## src/rtl/wavegen_pkg.sv

```systemverilog
// wavegen_pkg: shared instruction width, field positions and dispatch state encoding
package wavegen_pkg;
    localparam int INSTR_W  = 128;
    localparam int SEG_LSB  = 4;
    localparam int SEG_MSB  = 19;
    localparam int LEN_LSB  = 32;
    localparam int LEN_MSB  = 57;
    localparam int ADDR_LSB = 64;
    localparam int ADDR_MSB = 96;

    typedef enum logic [1:0] {
        S_IDLE,
        S_ISSUE,
        S_WAIT_DONE
    } dispatch_state_t;
endpackage

```

## src/rtl/instr_fifo.sv

```systemverilog
// instr_fifo: DEPTH x 128-bit instruction queue; DISPATCH_LOOP_EN turns reads into a replaying index
module instr_fifo
    import wavegen_pkg::*;
#(
    parameter int DEPTH = 16,
    parameter int AW    = $clog2(DEPTH)
) (
    input  logic               clk,
    input  logic               rst_n,
    input  logic               i_clear,
    input  logic               i_wr,
    input  logic [INSTR_W-1:0] i_wdata,
    input  logic               i_pop,
    output logic [INSTR_W-1:0] o_head,
    output logic [AW:0]        o_level,
    output logic               o_full
);
    logic [INSTR_W-1:0] r_mem [DEPTH];
    logic [AW-1:0]      r_wr_ptr;
    logic [AW:0]        r_level;
    logic               w_wr;

    // A full queue rejects the write before any same-cycle pop is considered
    assign w_wr    = i_wr & ~o_full;
    assign o_level = r_level;
    assign o_full  = (r_level == (AW+1)'(DEPTH));

    // Storage is not reset; only the pointers define what is valid
    always_ff @(posedge clk)
        if (w_wr) r_mem[r_wr_ptr] <= i_wdata;

    // Tail pointer
    always_ff @(posedge clk or negedge rst_n)
        if (!rst_n) r_wr_ptr <= '0;
        else if (i_clear) r_wr_ptr <= '0;
        else if (w_wr) r_wr_ptr <= r_wr_ptr + 1'b1;

`ifdef DISPATCH_LOOP_EN
    logic [AW-1:0] r_rd_idx;
    logic [AW:0]   w_idx_inc;

    assign w_idx_inc = {1'b0, r_rd_idx} + 1'b1;
    assign o_head    = r_mem[r_rd_idx];

    // Replay index wraps to entry 0 after the last stored entry
    always_ff @(posedge clk or negedge rst_n)
        if (!rst_n) r_rd_idx <= '0;
        else if (i_clear) r_rd_idx <= '0;
        else if (i_pop) r_rd_idx <= (w_idx_inc >= r_level) ? '0 : w_idx_inc[AW-1:0];

    // Entries are never freed by a read, so occupancy only grows until a clear
    always_ff @(posedge clk or negedge rst_n)
        if (!rst_n) r_level <= '0;
        else if (i_clear) r_level <= '0;
        else r_level <= r_level + (AW+1)'(w_wr);
`else
    logic [AW-1:0] r_rd_ptr;

    assign o_head = r_mem[r_rd_ptr];

    // Head pointer advances on every pop
    always_ff @(posedge clk or negedge rst_n)
        if (!rst_n) r_rd_ptr <= '0;
        else if (i_clear) r_rd_ptr <= '0;
        else if (i_pop) r_rd_ptr <= r_rd_ptr + 1'b1;

    // Occupancy: simultaneous accepted write and pop cancel out
    always_ff @(posedge clk or negedge rst_n)
        if (!rst_n) r_level <= '0;
        else if (i_clear) r_level <= '0;
        else r_level <= r_level + (AW+1)'(w_wr) - (AW+1)'(i_pop);
`endif
endmodule

```

## src/rtl/cpu_instr_dispatch.sv

```systemverilog
// cpu_instr_dispatch: host word staging, instruction queue and one-at-a-time issue to the executor (option: DISPATCH_LOOP_EN)
module cpu_instr_dispatch
    import wavegen_pkg::*;
#(
    parameter int DEPTH = 16,
    parameter int AW    = $clog2(DEPTH)
) (
    input  logic               clk,
    input  logic               rst_n,
    input  logic [31:0]        host_wdata,
    input  logic [1:0]         host_wsel,
    input  logic               host_wen,
    input  logic               host_clear,
    input  logic               run,
    input  logic               generate_done,
    output logic [INSTR_W-1:0] instrcution,
    output logic               instrc_valid,
    output logic [AW:0]        level,
    output logic               full,
    output logic               overflow,
    output logic [15:0]        drop_cnt,
    output logic               busy
);
    dispatch_state_t    r_state;
    logic [95:0]        r_stage;
    logic [INSTR_W-1:0] r_instr;
    logic               r_valid;
    logic               r_overflow;
    logic [15:0]        r_drop;
    logic [INSTR_W-1:0] w_head;
    logic               w_commit;
    logic               w_act;
    logic               w_seg_zero;

    assign w_commit     = host_wen & (host_wsel == 2'd3);
    assign w_act        = (r_state == S_IDLE) & run & (level != '0) & generate_done;
    assign w_seg_zero   = (w_head[SEG_MSB:SEG_LSB] == '0);
    assign instrcution  = r_instr;
    assign instrc_valid = r_valid;
    assign overflow     = r_overflow;
    assign drop_cnt     = r_drop;
    assign busy         = (r_state != S_IDLE);

    instr_fifo #(.DEPTH(DEPTH), .AW(AW)) u_fifo (
        .clk     (clk),
        .rst_n   (rst_n),
        .i_clear (host_clear),
        .i_wr    (w_commit),
        .i_wdata ({host_wdata, r_stage}),
        .i_pop   (w_act),
        .o_head  (w_head),
        .o_level (level),
        .o_full  (full)
    );

    // Lanes 0-2 fill the staging slices; a commit leaves them intact
    always_ff @(posedge clk or negedge rst_n)
        if (!rst_n) r_stage <= '0;
        else if (host_clear) r_stage <= '0;
        else if (host_wen && !w_commit) r_stage[{host_wsel, 5'd0} +: 32] <= host_wdata;

    // Sticky record of a commit that hit a full queue
    always_ff @(posedge clk or negedge rst_n)
        if (!rst_n) r_overflow <= 1'b0;
        else if (host_clear) r_overflow <= 1'b0;
        else if (w_commit && full) r_overflow <= 1'b1;

    // Issue sequencer: zero-segment heads are dropped in IDLE, others issued and waited on
    always_ff @(posedge clk or negedge rst_n)
        if (!rst_n) begin
            r_state <= S_IDLE;
            r_instr <= '0;
            r_valid <= 1'b0;
            r_drop  <= '0;
        end else begin
            case (r_state)
                S_IDLE:
                    if (w_act) begin
                        if (w_seg_zero) begin
                            r_drop <= (r_drop == 16'hFFFF) ? r_drop : r_drop + 16'd1;
                        end else begin
                            r_instr <= w_head;
                            r_valid <= 1'b1;
                            r_state <= S_ISSUE;
                        end
                    end
                S_ISSUE: begin
                    r_valid <= 1'b0;
                    r_state <= S_WAIT_DONE;
                end
                S_WAIT_DONE:
                    if (generate_done) r_state <= S_IDLE;
                default: r_state <= S_IDLE;
            endcase
        end
endmodule

```

## config.mk

```make
export PLATFORM = sky130hd
export DESIGN_NAME = cpu_instr_dispatch
export DESIGN_NICKNAME = d
export VERILOG_FILES = /design/src/rtl/wavegen_pkg.sv /design/src/rtl/instr_fifo.sv /design/src/rtl/cpu_instr_dispatch.sv
export SDC_FILE = /design/constraint.sdc
export NUM_CORES = 2
export LEC_CHECK = 0
export CAP_MARGIN = 20
export CORE_ASPECT_RATIO = 1.4
export CORE_MARGIN = 1
export CORE_UTILIZATION = 30
export CTS_BUF_LIST = sky130_fd_sc_hd__clkbuf_8
export CTS_CLUSTER_SIZE = 25
export DETAILED_ROUTE_END_ITERATION = 7
export PLACE_DENSITY = 0.41
export SYNTH_ARGS = -nofsm -noshare
export SYNTH_HDL_FRONTEND = slang
export SYNTH_SLANG_ARGS = --single-unit
```

## constraint.sdc

```tcl
create_clock -name clk -period 29.9 [get_ports clk]
set_input_delay 8.97 -clock clk [delete_from_list [all_inputs] [get_ports clk]]
set_output_delay 8.97 -clock clk [all_outputs]
set_load 0.01 [all_outputs]
```

==> results summary <==
The share of the clock period used by the worst path after layout is 44.8%. The worst reg-to-reg path cell count is 11. The count of antenna-violating nets left after detailed routing came out at 0.

The DRC violation count after routing came out at 0. Post-CTS repair changed the size of 0 cells. The library cell used as clock root buffer is sky130_fd_sc_hd__clkbuf_8. The iteration-0 DRC count of the detailed router is around 2,800. Synthesis produced 3,653 cells.

The CTS tree is yes. The number of hold buffers added after cts came out at 0. The number of nets handed over by synthesis was 3,710. Counting along the longest clock path gives a buffer depth of 4. The most used flip-flop cell after synthesis is sky130_fd_sc_hd__edfxtp_1. Setup slack on the worst reg-to-reg path comes out at 23,660 ps.

The count of pins over their slew limit was 0. The number of buffers inserted to repair setup after CTS is 0. The clock network latency to the later pin of the worst-skew pair came out at 1030 ps. Row generation in the floorplan step produced around 230 rows. Entering global routing, the biggest net connects 102 pins.

The total count of hold-check failures in the final report is 0. The final cell utilization of the core is a little over a third. The count of nets after finishing came out at around 4,200. The startpoint of the tightest hold check path is instrcution[6]. The measured slew at the worst slew-check pin came out at 1110 ps.

The total setup violations reported at the end of the flow came out at 0. The overall power came out at 7.22 mW. The post-route netlist has 28.1% of its cells at a drive strength greater than 1. Once detailed placement completed, the half-perimeter wirelength came to 133,000 um.

The number of antenna violations at the first check in global routing came out at 15. The number of I/O port buffers came out at 192. In this run the worst hold path is classified as flip-flop to flip-flop. The depth of the CTS H-tree came out at 5. The total routing usage reported by global routing is 16.5%. In the layout the commonest cells are sky130_fd_sc_hd__edfxtp_1, sky130_fd_sc_hd__mux4_2, sky130_fd_sc_hd__clkbuf_8. The run finished with clean final reports. The die area is between 200,000 and 300,000 um2. The final weighted congestion of routability-driven global placement is 0.714. Setup repair after global routing left no endpoint under its margin. The cell area after synthesis is 86,700 um2.

The first-pass GRT wire length is 342,000 um. The maximum fanout encountered on the critical timing path came out at 45. The area growth from synthesis to layout is 16.1%.

Pin placement for this block handled 193 I/O pins. In this run the critical register-to-register path is captured at instrcution[83]. Across all layers, the routed design uses 39,599 vias. The path type of the worst setup path is input port to flip-flop.

The routed wirelength normalized by instance count is about 29 um. The largest vdd supply drop is 0.0516 mV. Static timing analysis puts the maximum clock frequency at ~75 MHz.

The startpoint class of the critical path is an input port. The share of async-settable or async-resettable flops after synthesis is between 10 and 15%. Clock-pin slew was measured on the worst setup and hold paths at around 60 ps.

The critical path data required time is 30,470 ps. The static leakage came out at 29.5 nW. The first-pass detailed-route iteration total came out at 5. The setup TNS came out at 0 ps. The count of flip-flops with a built-in enable after synthesis is about 2,000.

The smallest hold slack came out at approximately 480 ps. Measured along the x axis, the die boundary spans 456 um. The ratio of routed vias to standard cells is 4.81. The part of the Yosys area used for sequential elements is 78.3%. The worst setup path is captured at a flip-flop. The post-synthesis cell type count is 51.

The aggregate routed wire length is 240,000 um. Along the worst hold path, the cell count comes to 1. The number of max-cap violations came out at 0. The core outline area is 288,000 um2. In this run the critical register-to-register path is launched from u_fifo.r_rd_ptr[0].

Synthesis inferred 2,305 register bits. The total number of yosys warnings is 0. The TritonCTS buffer count is 382. The tree built by TritonCTS fans out to 2,305 sinks. For the worst setup path, the data arrival time is 13,960 ps. For hold timing, the worst endpoint is instrcution[6]. The mean area per synthesized cell is 23.7 um2. The number of global-route vias before repair was 43,734. The y dimension of the die came out at 638 um. The sum of overflow across all layers after global routing came out at 0. Between clock sinks in the finished design, the worst skew comes to between 100 and 150 ps. Headroom to the max-slew limit came out at 25.7%. The worst path setup slack after routing is 16,510 ps. OpenSTA, run right after detailed placement, puts the worst setup slack at about 15,000 ps.

The power per unit of standard cell area came out at slightly above 70 nW/um2. The time the final worst path needs with I/O delays and setup is between 10,000 and 15,000 ps. The commonest non-fill, non-tap cell in the layout is sky130_fd_sc_hd__edfxtp_1. The initial core utilization came out at a little under a third.
sequential cells by signal, indices dropped and copies added (netlist names):
name             count
r_stage             96
u_fifo.r_mem      2048
r_state              2
u_fifo.r_rd_ptr      4
u_fifo.o_level       5
drop_cnt            16
instrcution        128
instrc_valid         1
overflow             1
u_fifo.r_wr_ptr      4
how the worst max path moves through the flow:
stage / start / cells after the start / slack [ps] / to
finish: host_wsel[0] / 9 / 16510 / u_fifo.r_mem[7][28]
global route: host_wsel[0] / 9 / 16230 / u_fifo.r_mem[7][48]
CTS: host_wsel[0] / 9 / 16450 / u_fifo.r_mem[7][28]
detailed placement: host_wsel[0] / 9 / 15370 / u_fifo.r_mem[7][61]
global placement: host_wsel[0] / 9 / 15400 / u_fifo.r_mem[7][61]
floorplan: host_wsel[0] / 5 / 10710 / u_fifo.r_mem[3][0]
routing by layer:
metal	up-vias	track usage [%]	wire [um]
li1	16556	-	-
met1	21872	20.8	99300
met2	844	29.5	127000
met3	325	2.76	10200
met4	2	3.57	4130
met5	-	0	13
layout make-up:
| type | count | area, um2 |
|---|---|---|
| sequential | 2305 | 67900 |
| multi-input combinational | 1140 | 18100 |
| fill | 26705 | 187000 |
| inverter | 20 | 82.6 |
| clock inverter | 276 | 1250 |
| antenna | 11 | 27.5 |
| timing repair buffer | 306 | 2890 |
| clock buffer | 416 | 5730 |
| tap | 3760 | 4700 |
Yosys cell counts (2+ instances only):
cell type	count	area, um2
sky130_fd_sc_hd__mux2_1	120	1350
sky130_fd_sc_hd__buf_1	43	161
sky130_fd_sc_hd__mux2i_1	8	80.1
sky130_fd_sc_hd__mux4_2	622	14000
sky130_fd_sc_hd__xor2_1	19	166
sky130_fd_sc_hd__clkbuf_1	112	420
sky130_fd_sc_hd__inv_1	18	67.6
sky130_fd_sc_hd__o2111ai_1	2	17.5
sky130_fd_sc_hd__nand2_1	95	357
sky130_fd_sc_hd__a22o_1	72	631
sky130_fd_sc_hd__ha_1	16	200
sky130_fd_sc_hd__or3_1	3	18.8
sky130_fd_sc_hd__nand4_1	4	25.0
sky130_fd_sc_hd__nor3_1	15	75.1
sky130_fd_sc_hd__nor2b_1	5	31.3
sky130_fd_sc_hd__o21ai_0	30	150
sky130_fd_sc_hd__buf_4	4	30.0
sky130_fd_sc_hd__a21oi_1	10	50.1
sky130_fd_sc_hd__a31oi_1	3	18.8
sky130_fd_sc_hd__buf_2	19	95.1
sky130_fd_sc_hd__and3_1	4	25.0
sky130_fd_sc_hd__nor4_1	7	43.8
sky130_fd_sc_hd__nand2b_1	8	50.1
sky130_fd_sc_hd__dfrtp_1	257	6430
sky130_fd_sc_hd__nand3_1	10	50.1
sky130_fd_sc_hd__mux2_2	2	22.5
sky130_fd_sc_hd__edfxtp_1	2048	61500
sky130_fd_sc_hd__buf_6	10	113
sky130_fd_sc_hd__and2_1	4	25.0
sky130_fd_sc_hd__a21o_1	4	30.0
sky130_fd_sc_hd__a211oi_1	2	15.0
sky130_fd_sc_hd__o221ai_1	2	17.5
sky130_fd_sc_hd__a22oi_1	18	135
sky130_fd_sc_hd__xnor2_1	5	43.8
sky130_fd_sc_hd__nor2_1	36	135
per-stage QoR:
step                      area (um2)  instances
final                         101000       8234
after global routing          101000       8228
after CTS                     101000       8219
after detailed placement       93600       7527
after global placement         93600       7526
after floorplan                86700       3653
power breakdown:
group / total [mW] / internal, mW / switching (mW)
sequential: 3.67 / 3.59 / 0.0801
combinational: 0.968 / 0.497 / 0.472
clock: 2.58 / 1.30 / 1.28
total: 7.22 / 5.39 / 1.83
critical path, cell delays in order:
cell and delay (ps):
sky130_fd_sc_hd__clkdlybuf4s50_1 640, sky130_fd_sc_hd__ha_1 240, sky130_fd_sc_hd__nand2_1 70, sky130_fd_sc_hd__nor2_1 510, sky130_fd_sc_hd__nand2_1 410, sky130_fd_sc_hd__nor2_4 910, sky130_fd_sc_hd__buf_4 440, sky130_fd_sc_hd__buf_4 750
sky130_fd_sc_hd__buf_4 800
kinds of logic after synthesis:
family                   share of synthesized area [%]
flip-flops                                        78.3
multiplexers                                      17.8
buffers and inverters                             1.03
AND/OR/NAND/NOR                                   1.03
AO/OA/AOI/OAI                                     1.31
XOR/XNOR                                         0.242
adder cells (fa/ha/maj)                          0.254
No activity file was read; power rests on OpenSTA's default activity.
